<file path="config.mk">
export PLATFORM = sky130hd
export DESIGN_NAME = mem_access_stage
export DESIGN_NICKNAME = d
export VERILOG_FILES = /design/src/rtl/mem_access_stage.sv
export SDC_FILE = /design/constraint.sdc
export NUM_CORES = 1
export LEC_CHECK = 0
export CAP_MARGIN = 30
export CORE_ASPECT_RATIO = 0.9
export CORE_MARGIN = 1.5
export CORE_UTILIZATION = 39
export CTS_BUF_LIST = sky130_fd_sc_hd__clkbuf_16
export DETAILED_ROUTE_END_ITERATION = 10
export GPL_ROUTABILITY_DRIVEN = 0
export PLACE_DENSITY = 0.82
export SETUP_SLACK_MARGIN = 0.15
export SYNTH_ARGS = -nofsm -noshare
export SYNTH_HDL_FRONTEND = slang
export SYNTH_SLANG_ARGS = --single-unit
export TNS_END_PERCENT = 1
</file>
<file path="constraint.sdc">
create_clock -name iClk -period 4.1 [get_ports iClk]
set_input_delay 0.82 -clock iClk [delete_from_list [all_inputs] [get_ports iClk]]
set_output_delay 0.82 -clock iClk [all_outputs]
set_load 0.005 [all_outputs]
</file>
<file path="src/rtl/mem_access_stage.sv">
`default_nettype none
// ============================================================================
// Module      : mem_access_stage
// Description : Load/store stage after the ALU: one-outstanding data bus,
//               lane alignment / extension, registered writeback and exceptions.
// Revision    : 1.0 - initial release
// ============================================================================
module mem_access_stage #(
    parameter int cXLEN    = 32,
    parameter int pTimeout = 255
) (
    input  logic             iClk,
    input  logic             iRst,
    input  logic             iMemRead,
    input  logic             iMemWrite,
    input  logic [2:0]       iOpType,
    input  logic [cXLEN-1:0] iAddr,
    input  logic [cXLEN-1:0] iStoreData,
    input  logic [4:0]       iRdAddr,
    input  logic             iRegDv,
    input  logic [4:0]       iRegAddr,
    input  logic [cXLEN-1:0] iRegData,
    output logic             oStall,
    output logic             oMemReq,
    output logic             oMemWe,
    output logic [cXLEN-1:0] oMemAddr,
    output logic [cXLEN-1:0] oMemWdata,
    output logic [3:0]       oMemBe,
    input  logic             iMemGnt,
    input  logic             iMemRvalid,
    input  logic [cXLEN-1:0] iMemRdata,
    output logic             oWbDv,
    output logic [4:0]       oWbAddr,
    output logic [cXLEN-1:0] oWbData,
    output logic             oExc,
    output logic [1:0]       oExcCause
);

    localparam int c_CNT_W = (pTimeout < 2) ? 1 : $clog2(pTimeout + 1);
    localparam logic [c_CNT_W-1:0] c_TO_LAST = c_CNT_W'((pTimeout == 0) ? 0 : pTimeout - 1);
    localparam logic c_TO_EN = (pTimeout != 0);

    localparam logic [1:0] c_SZ_B = 2'd0;
    localparam logic [1:0] c_SZ_H = 2'd1;
    localparam logic [1:0] c_SZ_W = 2'd2;

    typedef enum logic [1:0] {
        IDLE = 2'd0,
        REQ  = 2'd1,
        WAIT = 2'd2
    } state_t;

    state_t r_state, w_nextState;

    logic [cXLEN-1:0]   r_addr;
    logic [cXLEN-1:0]   r_wdata;
    logic [3:0]         r_be;
    logic               r_we;
    logic [4:0]         r_rd;
    logic [1:0]         r_size;
    logic               r_unsigned;
    logic [c_CNT_W-1:0] r_cnt;
    logic               r_wbDv;
    logic [4:0]         r_wbAddr;
    logic [cXLEN-1:0]   r_wbData;
    logic               r_exc;
    logic [1:0]         r_excCause;

    logic               w_memOp;
    logic               w_legal;
    logic               w_misaligned;
    logic               w_accept;
    logic [1:0]         w_size;
    logic [3:0]         w_be;
    logic [cXLEN-1:0]   w_wdata;
    logic               w_timeout;
    logic [cXLEN-1:0]   w_shifted;
    logic [cXLEN-1:0]   w_loadData;

    assign w_memOp   = iMemRead | iMemWrite;
    assign w_timeout = c_TO_EN && (r_cnt == c_TO_LAST);

    // Unsigned variants exist only for loads; read wins when both strobes are set
    always_comb begin
        w_legal = 1'b1;
        w_size  = c_SZ_W;
        case (iOpType)
            3'b000:  w_size = c_SZ_B;
            3'b001:  w_size = c_SZ_H;
            3'b010:  w_size = c_SZ_W;
            3'b100: begin w_size = c_SZ_B; w_legal = iMemRead; end
            3'b101: begin w_size = c_SZ_H; w_legal = iMemRead; end
            default: w_legal = 1'b0;
        endcase
    end

    assign w_misaligned = ((w_size == c_SZ_H) && iAddr[0]) ||
                          ((w_size == c_SZ_W) && (iAddr[1:0] != 2'b00));
    assign w_accept     = (r_state == IDLE) && w_memOp && w_legal && !w_misaligned;

    always_comb begin
        w_be    = 4'b1111;
        w_wdata = iStoreData;
        case (w_size)
            c_SZ_B: begin
                w_be    = 4'b0001 << iAddr[1:0];
                w_wdata = {(cXLEN/8){iStoreData[7:0]}};
            end
            c_SZ_H: begin
                w_be    = 4'b0011 << iAddr[1:0];
                w_wdata = {(cXLEN/16){iStoreData[15:0]}};
            end
            default: ;
        endcase
    end

    assign w_shifted = iMemRdata >> {r_addr[1:0], 3'b000};

    always_comb begin
        case (r_size)
            c_SZ_B:  w_loadData = {{(cXLEN-8){~r_unsigned & w_shifted[7]}}, w_shifted[7:0]};
            c_SZ_H:  w_loadData = {{(cXLEN-16){~r_unsigned & w_shifted[15]}}, w_shifted[15:0]};
            default: w_loadData = iMemRdata;
        endcase
    end

    always_ff @(posedge iClk or posedge iRst) begin
        if (iRst) begin
            r_state <= IDLE;
        end else begin
            r_state <= w_nextState;
        end
    end

    always_comb begin
        w_nextState = r_state;
        oStall      = (r_state != IDLE);
        oMemReq     = 1'b0;
        oMemWe      = 1'b0;
        oMemAddr    = '0;
        oMemWdata   = '0;
        oMemBe      = 4'b0000;
        case (r_state)
            IDLE: begin
                if (w_accept) w_nextState = REQ;
            end
            REQ: begin
                oMemReq   = 1'b1;
                oMemWe    = r_we;
                oMemAddr  = {r_addr[cXLEN-1:2], 2'b00};
                oMemWdata = r_wdata;
                oMemBe    = r_be;
                if (iMemGnt) w_nextState = r_we ? IDLE : WAIT;
            end
            WAIT: begin
                if (iMemRvalid || w_timeout) w_nextState = IDLE;
            end
            default: w_nextState = IDLE;
        endcase
    end

    always_ff @(posedge iClk or posedge iRst) begin
        if (iRst) begin
            r_addr     <= '0;
            r_wdata    <= '0;
            r_be       <= 4'b0000;
            r_we       <= 1'b0;
            r_rd       <= 5'd0;
            r_size     <= c_SZ_W;
            r_unsigned <= 1'b0;
            r_cnt      <= '0;
            r_wbDv     <= 1'b0;
            r_wbAddr   <= 5'd0;
            r_wbData   <= '0;
            r_exc      <= 1'b0;
            r_excCause <= 2'b00;
        end else begin
            r_wbDv     <= 1'b0;
            r_wbAddr   <= 5'd0;
            r_wbData   <= '0;
            r_exc      <= 1'b0;
            r_excCause <= 2'b00;
            case (r_state)
                IDLE: begin
                    if (w_accept) begin
                        r_addr     <= iAddr;
                        r_wdata    <= w_wdata;
                        r_be       <= w_be;
                        r_we       <= !iMemRead;
                        r_rd       <= iRdAddr;
                        r_size     <= w_size;
                        r_unsigned <= iOpType[2];
                    end else if (w_memOp) begin
                        r_exc      <= 1'b1;
                        r_excCause <= w_legal ? 2'b01 : 2'b10;
                    end else if (iRegDv) begin
                        r_wbDv   <= 1'b1;
                        r_wbAddr <= iRegAddr;
                        r_wbData <= iRegData;
                    end
                end
                REQ: begin
                    if (iMemGnt) r_cnt <= '0;
                end
                WAIT: begin
                    // A load to x0 still completes on the bus but never writes back
                    if (iMemRvalid) begin
                        if (r_rd != 5'd0) begin
                            r_wbDv   <= 1'b1;
                            r_wbAddr <= r_rd;
                            r_wbData <= w_loadData;
                        end
                    end else if (w_timeout) begin
                        r_exc      <= 1'b1;
                        r_excCause <= 2'b11;
                    end else begin
                        r_cnt <= r_cnt + 1'b1;
                    end
                end
                default: ;
            endcase
        end
    end

    assign oWbDv     = r_wbDv;
    assign oWbAddr   = r_wbAddr;
    assign oWbData   = r_wbData;
    assign oExc      = r_exc;
    assign oExcCause = r_excCause;

endmodule
`default_nettype wire

</file>
==> results of run 1 <==
[flip-flops by register name (all words and copies together), names as in the netlist]
| name | flops |
|---|---|
| r_rd | 5 |
| r_unsigned | 1 |
| r_size | 2 |
| oWbDv | 1 |
| oExc | 1 |
| r_addr | 32 |
| r_wdata | 32 |
| r_cnt | 8 |
| oExcCause | 2 |
| oWbData | 32 |
| r_we | 1 |
| r_be | 4 |
| oWbAddr | 5 |
| r_state | 2 |
[Yosys cell counts (2+ instances only)]
library cell / instances / area, um^2
o21a_1: 2 / 15.0
nor2_1: 25 / 93.8
nor3b_1: 2 / 15.0
nand2b_1: 11 / 68.8
buf_2: 13 / 65.1
o211ai_1: 6 / 45.0
inv_1: 11 / 41.3
a2bb2oi_1: 8 / 70.1
dfrtp_1: 127 / 3180
a221o_1: 18 / 180
ha_1: 2 / 25.0
a22o_1: 6 / 52.6
nand2_1: 53 / 199
o31ai_1: 4 / 30.0
a21o_1: 8 / 60.1
o311ai_0: 2 / 17.5
o2bb2ai_1: 2 / 17.5
and2_1: 70 / 438
nor3_1: 2 / 10.0
buf_6: 2 / 22.5
a21oi_1: 17 / 85.1
and3_1: 3 / 18.8
clkbuf_1: 22 / 82.6
o22ai_1: 7 / 43.8
o21ai_0: 60 / 300
buf_4: 2 / 15.0
mux2i_1: 24 / 240
nand3_1: 3 / 15.0
xor2_1: 5 / 43.8
o21ai_1: 2 / 10.0
mux2_2: 47 / 529
nand4_1: 3 / 18.8
nor2b_1: 7 / 43.8
buf_1: 2 / 7.51
a32oi_1: 4 / 35.0
[stage by stage]
| stage | utilization, % | hold WS [ps] | instance area, um^2 | std cells |
|---|---|---|---|---|
| 2_1_floorplan | - | 442 | 6310 | 599 |
| 3_3_place_gp | 57.9 | 454 | 9040 | 1026 |
| 3_5_place_dp | 57.9 | 462 | 9040 | 1026 |
| 4_1_cts | 61.4 | 474 | 9570 | 1057 |
| 5_1_grt | 61.5 | 503 | 9600 | 1058 |
| 6_report | 61.5 | 471 | 9600 | 1058 |
[worst min-delay path: stages, from the launching register on]
cell and delay (ps):
dfrtp_1 330, nand2_1 40, o21ai_0 60
[cells in the final DEF, fill, tap and decap left out, drive strengths merged, types with 5 or more instances in the layout]
cell,n
a21o,8
a21oi,17
a221o,18
a22o,6
a2bb2oi,8
and2,70
buf,9
clkbuf,18
clkdlybuf4s50,257
clkinv,8
dfrtp,127
inv,14
mux2,47
mux2i,24
nand2,53
nand2b,11
nor2,26
nor2b,7
o211ai,6
o21ai,62
o22ai,7
xor2,5
[power breakdown]
group | switching, mW | leakage, nW | total, mW | internal [mW]
registers | 0.282 | 1.60 | 1.98 | 1.70
logic | 0.727 | 2.17 | 1.77 | 1.05
clock network | 0.533 | 0.281 | 1.40 | 0.867
total | 1.54 | 4.05 | 5.15 | 3.61
[kinds of logic after synthesis]
group / after synthesis / synth area share (%)
AO/OA/AOI/OAI: 153 / 16.3
XOR/XNOR: 6 / 0.834
adder cells (fa/ha/maj): 2 / 0.397
buffers and inverters: 52 / 3.71
flip-flops: 128 / 50.9
multiplexers: 72 / 12.6
other: 1 / 0.0595
AND/OR/NAND/NOR: 184 / 15.2
[path summary, 6_finish.rpt]
| kind | slack [ps] | depth (start not counted) | end |
|---|---|---|---|
| worst max-delay path | 890 | 4 | oMemAddr[11] |
| worst min-delay path | 470 | 2 | r_wdata[14] |
| worst max register to register | 1800 | 4 | oWbData[12] |
| worst min register to register | 470 | 2 | r_wdata[14] |
| max in group asynchronous | 2580 | 3 | r_wdata[31] |
| min in group asynchronous | 910 | 3 | oWbDv |
[cell type report]
| class | count | area [um^2] |
|---|---|---|
| fillers | 1269 | 6000 |
| flip-flops and latches | 128 | 3200 |
| inverters | 11 | 45.0 |
| repair buffers | 267 | 2680 |
| well taps | 202 | 253 |
| clock buffers | 17 | 425 |
| multi-input cells | 419 | 2880 |
| clock inverters | 14 | 110 |
[metal layers]
metal / vias up / part of all wire [%]
met5: - / 0
met4: 0 / 1.7
met3: 25 / 8.4
met2: 232 / 47
met1: 2714 / 42
li1: 2602 / -
==> metrics.md, run 1 <==
| Metric | Value |
|---|---|
| Status | complete, no violations |
| Total global-route track usage | 22.8% |
| Drt total wl | 19100 um |
| Slowest-stage cell, CP | clkdlybuf4s50_1 |
| ANT nets after route | 0 |
| Setup_tns | 0 ps |
| Clock Tree Buf Depth | 2 |
| Antenna diodes | 0 |
| M3 GR Usage | 7.37% |
| Final Skew | 7.66 ps |
| Unrepaired setup endpoints after global routing | no |
| Vias in the first global route | 5441 |
| Starting DRT DRC Count | 326 |
| Synth Area per Inst | 10.5 um^2 |
| Worst vdd ir | 0.000311 V |
| Via Count | 5573 |
| Area growth syn-to-layout | 52.4% |
| Placement Setup Slack | 1120 ps |
| H-tree depth | 4 |
| CTS buffer count | 17 |
| Worst Path Arrival | 2390 ps |
| Clock-pin slew on the worst setup and hold paths | 50 ps |
| Boundary Pins | 260 |
| First-pass GRT wire length | 29200 um |
| Tightest Hold Check Type | reg -> reg |
| Met1 Use GR | 29.2% |
| Die Y | 124 um |
| Fmax | 311 MHz |
| Post-Syn Instances | 598 |
| Root Buffer | clkbuf_16 |
| Relative slew slack | 42.2% |
| Die Wd | 137 um |
| Kind of start point of the critical path | register |
| Period utilization | 78.4% |
| Final setup vio count | 0 |
| Layout cells sized above 1 | 10.3% |
| GRT overflow | 0 |
| Crit-path leading delay family | buffers and inverters |
| CP Launch Point | r_state[0] |
| Post-CTS setup buffer count | 0 |
| Leak pwr | 4.05 nW |
| Post-synthesis cell type count | 51 |
| Slowest Stage Delay on Critical Path | 530 ps |
| CP cell instances | nor2b_4 > buf_4 > and2_1 > clkdlybuf4s50_1 |
| Max-Cap Viols | 0 |
| Hold buffers post-CTS | 0 |
| Pins Over Slew Limit | 0 |
| Clk sinks | 128 |
| Reg-to-Reg Start | r_addr[0] |
| Initial antenna violation count | 0 |
| Pre-Repair DR Iteration Count | 5 |
| Post-CTS sizing | 0 |
| Core footprint | 15600 um^2 |
| Critical Path RT | 3280 ps |
| Worst skew pair latency | 410 ps |
| Maximum number of pins on one net before global-route repair | 129 |
| Seq/Total Area, Yosys | 50.9% |
| Wire per inst | 18.0 um |
| Setup crit end kind | output port |
| Fin crit period | 3210 ps |
| EDFF count, synth | 0 |
| Main synth FF type | dfrtp_1 |
| Async SR Flop Fraction | 100% |
| Final Total Pwr | 5.15 mW |
| Gr busiest metal | met2 |
| Fin. Hold Viols | 0 |
| CP Buf/Inv Count | 2 |
| Port bufs | 257 |
| Via density per instance | 5.27 |
| Crit path max fanout | 72 |
| Fin worst setup slack | 887 ps |
| DR DRC count | 0 |
| Worst slew pin tran | 867 ps |
| HPWL Detailed | 13500 um |
| CP Class | reg -> out |
| TritonCTS clock tree | built |
| Synth Register Bits | 128 |
| Netlist Area Pre-Place | 6300 um^2 |
| Initial Utilization | 40.4% |
| DIE AREA | 16900 um^2 |
| Min-delay src | r_wdata[14] |
| Rows | 43 |
| Pwr dens | 537 nW/um^2 |
| Yosys Warn Count | 0 |
| Met2 Resource Use GR | 36.4% |
| Final #Nets | 994 |
Power figures use the tool's default switching activity.
==> run 2, diff against run 1 <==
--- a/config.mk
+++ b/config.mk
@@ -8,11 +8,11 @@
 export CAP_MARGIN = 30
 export CORE_ASPECT_RATIO = 0.9
 export CORE_MARGIN = 1.5
-export CORE_UTILIZATION = 39
+export CORE_UTILIZATION = 43
 export CTS_BUF_LIST = sky130_fd_sc_hd__clkbuf_16
 export DETAILED_ROUTE_END_ITERATION = 10
 export GPL_ROUTABILITY_DRIVEN = 0
-export PLACE_DENSITY = 0.82
+export PLACE_DENSITY = 0.85
 export SETUP_SLACK_MARGIN = 0.15
 export SYNTH_ARGS = -nofsm -noshare
 export SYNTH_HDL_FRONTEND = slang
==> constraint.sdc (replaced) <==
create_clock -name iClk -period 3.36 [get_ports iClk]
set_input_delay 0.672 -clock iClk [delete_from_list [all_inputs] [get_ports iClk]]
set_output_delay 0.672 -clock iClk [all_outputs]
set_load 0.005 [all_outputs]
==> metrics.md, run 2 (synthesis results as in run 1) <==
| Metric | Value |
|---|---|
| Final setup vio count | 0 (unchanged) |
| Slowest-stage cell, CP | clkdlybuf4s50_1 |
| Unrepaired setup endpoints after global routing | no |
| Final core occ | 67.6% (+6.1 points) |
| Initial Utilization | 44.5% (+4.1 points) |
| Worst vdd ir | 0.000405 V (+30%) |
| NetSw | 1.89 mW (+23%) |
| Initial antenna violation count | 0 (unchanged) |
| Fmax | 360 MHz |
| Tightest Hold Check Type | reg -> reg |
| Drt total wl | 19200 um (+0.62%) |
| Hold Crit Depth | 2 (unchanged) |
| Post-CTS sizing | 0 (unchanged) |
| Design area | 9570 um^2 (-0.26%) |
| Post-Layout Cell Count | 1052 (-0.57%) |
| Worst Path Arrival | 2100 ps (-290 ps) |
| Period utilization | 82.6% |
| GRT overflow | 0 (unchanged) |
| Critical Path RT | 2690 ps (-590 ps) |
| Root Buffer | clkbuf_16 |
| Core footprint | 14200 um^2 (-9.3%) |
| Post-CTS setup buffer count | 0 (unchanged) |
| Leak pwr | 4.04 nW (-0.27%) |
| FF-to-FF path depth | 4 (unchanged) |
| Clock power frac | 24.9% (-2.3 points) |
| R2R setup slack | 1070 ps (-730 ps) |
| Placed Area | 9090 um^2 (+0.57%) |
| Switching Fraction | 30.6% (+0.70 points) |
| Pre-Repair DR Iteration Count | 5 (unchanged) |
| Wire per inst | 18.3 um (+1.2%) |
| Reg area | 3200 um^2 (unchanged) |
| Relative slew slack | 54.7% (+13 points) |
| TritonCTS clock tree | built |
| Final #Nets | 998 (+0.40%) |
| Commonest cells after routing, fill and taps aside | 257 x clkdlybuf4s50_1, 127 x dfrtp_1, 70 x and2_1 |
| CP Class | reg -> out |
| Rows | 41 (-4.7%) |
| Comb power frac | 36.3% (+1.9 points) |
| Worst slew pin tran | 673 ps (-194 ps) |
| CTS buffer count | 17 (unchanged) |
| Pwr dens | 645 nW/um^2 (+20%) |
| HPWL Detailed | 13700 um (+1.6%) |
| Fin. Hold Viols | 0 (unchanged) |
| R2R Path End | oExc |
| DIE AREA | 15400 um^2 (-9.1%) |
| Antenna diodes | 0 (unchanged) |
| Layout cells sized above 1 | 10.7% (+0.43 points) |
| Commonest non-fill, non-tap cell in the layout | clkdlybuf4s50_1 |
| Pins Over Slew Limit | 0 (unchanged) |
| Clk sinks | 128 (unchanged) |
| Setup_tns | 0 ps (unchanged) |
| Slowest Stage Delay on Critical Path | 530 ps (about the same) |
| CP cell instances | nor2b_4 > buf_12 > and2_1 > clkdlybuf4s50_1 |
| Worst skew pair latency | 410 ps (about the same) |
| Port bufs | 257 (unchanged) |
| Max-Cap Viols | 0 (unchanged) |
| ANT nets after route | 0 (unchanged) |
| Via Count | 5565 (-0.14%) |
| DR DRC count | 0 (unchanged) |
| Area growth syn-to-layout | 52.0% |
| Via density per instance | 5.29 (+0.43%) |
| Crit path max fanout | 72 (unchanged) |
| Kind of start point of the critical path | register |
| Setup crit end kind | output port |
| H-tree depth | 4 (unchanged) |
| Crit-path leading delay family | buffers and inverters |
| Fin crit period | 2780 ps |
| Multi-input combinational cell area | 2880 um^2 (unchanged) |
| First-pass GRT wire length | 30100 um (+3.0%) |
| Maximum number of pins on one net before global-route repair | 73 (-43%) |
| Starting DRT DRC Count | 293 (-10%) |
| Die Wd | 131 um (-4.7%) |
| Vias in the first global route | 5650 (+3.8%) |
| Clock Tree Buf Depth | 2 (unchanged) |
| Clock-pin slew on the worst setup and hold paths | 50 ps (about the same) |
| Power Internal | 4.28 mW (+19%) |
| Min-delay src | r_wdata[25] |
| CP Launch Point | r_state[0] |
| Total global-route track usage | 25.7% (+2.9 points) |
| Part of the power in registers | 38.8% (+0.4 points) |
| Hold buffers post-CTS | 0 (unchanged) |
| Final hold slack | 470 ps (-1.65 ps) |
| Die Y | 118 um (-4.6%) |
| Hold Crit Endpoint | r_wdata[25] |
| Reg-to-Reg Start | r_state[0] |
| Final Skew | 5.08 ps (-2.58 ps) |
| CP Buf/Inv Count | 2 (unchanged) |
| Layout fillers | 1105 (-13%) |
| Placed cell count | 1022 (-0.39%) |
| Boundary Pins | 260 (unchanged) |
| Status | complete, no violations |
## run 2: cell count changes in the layout (fill, tap and decap cells not counted), sizes merged
cell	delta
clkinvlp	+1
buf	+5
clkinv	+2
inv	-2
bufinv	-2
clkbuf	-1
## run 2: per-layer routing
metal	part of all wire, %	track usage [%]	vias to the layer above
met5	0	0	-
met4	1.7	7.01	0
met3	8.9	10.4	26
met2	49	40.9	215
met1	41	32.2	2709
li1	-	-	2615
## run 2: through the flow
stage | setup slack, ps | power, mW
finish | 585 | 6.17
global route | 441 | 6.54
CTS | 558 | 6.21
detailed placement | 568 | 4.63
global placement | 651 | 4.55
floorplan | 1110 | 3.50
## run 2: power groups by stage
stage / clock network (mW) / logic [mW] / registers, mW
2_1_floorplan: 0 / 1.22 / 2.28
4_1_cts: 1.57 / 2.25 / 2.39
5_1_grt: 1.63 / 2.45 / 2.46
3_5_place_dp: 0 / 2.23 / 2.40
6_report: 1.54 / 2.24 / 2.40
3_3_place_gp: 0 / 2.18 / 2.37
## run 2: how the worst max path moves through the flow
| stage | slack [ps] | depth (start not counted) | endpoint |
|---|---|---|---|
| floorplan | 1110 | 1 | oExc |
| global placement | 650 | 5 | r_addr[31] |
| detailed placement | 570 | 5 | oExc |
| CTS | 560 | 4 | oMemWdata[13] |
| global route | 440 | 4 | oMemWdata[31] |
| finish | 580 | 4 | oMemWdata[5] |
## run 2: final cells by class
class	count	area share, %
Clock inverter	13	0.614
Clock buffer	17	4.44
Inverter	11	0.470
Multi-Input combinational cell	419	30.1
Timing Repair Buffer	271	28.4
Tap cell	193	2.52
Sequential cell	128	33.5
## run 2: worst reg2reg max path, stage by stage (launching register included)
cell and delay [ps]:
dfrtp_1 470, nor2_1 530, o21ai_0 440, nor2_2 530, o21ai_0 180
==> run 3, diff against run 2 <==
==> constraint.sdc (replaced) <==
create_clock -name iClk -period 2.6 [get_ports iClk]
set_input_delay 0.52 -clock iClk [delete_from_list [all_inputs] [get_ports iClk]]
set_output_delay 0.52 -clock iClk [all_outputs]
set_load 0.005 [all_outputs]
==> metrics.md, run 3 (synthesis results as in run 1) <==
| Metric | Value |
|---|---|
| Slowest-stage cell, CP | clkdlybuf4s50_1 |
| Period utilization | 96.0% |
| Pins Over Slew Limit | 0 (unchanged) |
| Slowest Stage Delay on Critical Path | 530 ps (about the same) |
| Final Skew | 7.29 ps (+2.20 ps) |
| Initial antenna violation count | 0 (unchanged) |
| CP cell instances | nor2b_4 > bufbuf_16 > and2_1 > clkdlybuf4s50_1 |
| Drt total wl | 20000 um (+4.0%) |
| Clock power frac | 27.3% (+2.4 points) |
| Worst vdd ir | 0.000554 V (+37%) |
| Pre-Repair DR Iteration Count | 6 (+1) |
| ANT nets after route | 0 (unchanged) |
| Fin. Hold Viols | 0 (unchanged) |
| Design area | 9870 um^2 (+3.1%) |
| Starting DRT DRC Count | 309 (+5.5%) |
| Worst slew pin tran | 870 ps (+198 ps) |
| Commonest cells after routing, fill and taps aside | 256 x clkdlybuf4s50_1, 125 x dfrtp_1, 70 x and2_1 |
| Kind of start point of the critical path | register |
| TritonCTS clock tree | built |
| Via Count | 5704 (+2.5%) |
| Relative slew slack | 41.8% (-13 points) |
| Final core occ | 69.7% (+2.1 points) |
| DIE AREA | 15400 um^2 (unchanged) |
| Root Buffer | clkbuf_16 |
| H-tree depth | 4 (unchanged) |
| Setup crit end kind | output port |
| Core footprint | 14200 um^2 (unchanged) |
| Status | complete, no violations |
| Layout cells sized above 1 | 12.8% (+2.1 points) |
| Critical Path RT | 2080 ps (-610 ps) |
| Tightest Hold Check Type | reg -> reg |
| R2R setup slack | 590 ps (-480 ps) |
| Die Wd | 131 um (unchanged) |
| Crit path max fanout | 18 (-75%) |
| Port bufs | 257 (unchanged) |
| Clk sinks | 128 (unchanged) |
| Part of the power in registers | 35.8% (-3.0 points) |
| Final Total Pwr | 8.53 mW (+38%) |
| Clock-pin slew on the worst setup and hold paths | 50 ps (about the same) |
| CTS buffer count | 17 (unchanged) |
| Via density per instance | 5.35 (+1.2%) |
| Placed Area | 9170 um^2 (+0.91%) |
| Placement Setup Slack | 130 ps (-438 ps) |
| Fmax | 401 MHz |
| Die Y | 118 um (unchanged) |
| Final setup vio count | 0 (unchanged) |
| Switching Fraction | 29.8% (-0.83 points) |
| Antenna diodes | 0 (unchanged) |
| GRT overflow | 0 (unchanged) |
| Unrepaired setup endpoints after global routing | yes |
| HPWL Detailed | 13900 um (+1.8%) |
| Worst skew pair latency | 420 ps (about the same) |
| Fin worst setup slack | 104 ps (-481 ps) |
| Rows | 41 (unchanged) |
| Fin crit period | 2500 ps |
| Initial Utilization | 44.5% (unchanged) |
| Leak pwr | 4.19 nW (+3.7%) |
| Power Internal | 5.99 mW (+40%) |
| Final #Nets | 1011 (+1.3%) |
| Comb power frac | 36.9% (+0.6 points) |
| Max-Cap Viols | 0 (unchanged) |
| First-pass GRT wire length | 31400 um (+4.4%) |
| NetSw | 2.54 mW (+34%) |
| Setup_tns | 0 ps (unchanged) |
| Total global-route track usage | 26.9% (+1.3 points) |
| Commonest non-fill, non-tap cell in the layout | clkdlybuf4s50_1 |
| Area growth syn-to-layout | 56.7% |
| Worst Path Arrival | 1980 ps (-120 ps) |
| Maximum number of pins on one net before global-route repair | 49 (-33%) |
| Vias in the first global route | 5723 (+1.3%) |
| DR DRC count | 0 (unchanged) |
| Pwr dens | 864 nW/um^2 (+34%) |
| Boundary Pins | 260 (unchanged) |
| Wire per inst | 18.7 um (+2.6%) |
| CP Class | reg -> out |
| Clock Tree Buf Depth | 2 (unchanged) |
-- run 3: cell count changes in the layout (fill, tap and decap cells not counted), sizes merged --
cell	previous run	this run
bufbuf	0	1
clkdlybuf4s50	257	256
clkinv	10	8
inv	12	10
bufinv	0	3
dlymetal6s2s	0	1
clkinvlp	2	4
buf	14	26
-- run 3: cell type report --
class	instances	area (um^2)
clock buffer	17	425
tap	193	241
timing repair buffer	284	2920
sequential	128	3210
fill	1045	4290
clock inverter	14	149
multi-input combinational	419	2880
inverter	11	45.0
-- run 3: worst paths after layout --
check | from | end | depth (start not counted)
max reg2reg | r_rd[1] | oWbData[19] | 5
min reg2reg | r_wdata[30] | r_wdata[30] | 2
min | r_wdata[30] | r_wdata[30] | 2
max | r_state[1] | oMemWdata[1] | 4
min in group asynchronous | iRst | oWbData[31] | 2
max in group asynchronous | iRst | r_size[1] | 3
-- run 3: what timing repair did --
item / CTS / global route
hold buffers: 0 / 0
cloned: 3 / 0
buffers inserted: 4 / 0
setup endpoints to repair: 68 / 67
resized for setup: 5 / 1
-- run 3: per-layer routing --
metal  share of wire [%]  vias up  global-route usage [%]
met5                   0        -                       0
met4                 2.0        0                    8.65
met3                 8.1       30                    8.68
met2                  49      230                    42.9
met1                  41     2807                    34.6
li1                    -     2637                       -
-- run 3: stage by stage --
| stage | hold WS (ps) | instances |
|---|---|---|
| 3_5_place_dp | 463 | 1028 |
| 3_3_place_gp | 452 | 1027 |
| 4_1_cts | 475 | 1066 |
| 6_report | 470 | 1066 |
| 2_1_floorplan | 442 | 599 |
| 5_1_grt | 492 | 1066 |
-- run 3: power by group through the flow --
stage / logic [mW] / clock network [mW] / registers, mW
2_1_floorplan: 1.58 / 0 / 2.94
3_5_place_dp: 2.94 / 0 / 3.07
5_1_grt: 3.39 / 2.46 / 3.13
3_3_place_gp: 2.88 / 0 / 3.04
6_report: 3.15 / 2.33 / 3.06
4_1_cts: 3.15 / 2.37 / 3.04
-- run 3: worst max-delay path: cells and delay by family, from the launching register on --
| kind | cells | cell delay (ps) |
|---|---|---|
| buffers and inverters | 2 | 850 |
| AND/OR/NAND/NOR | 2 | 300 |
| flip-flops | 1 | 420 |
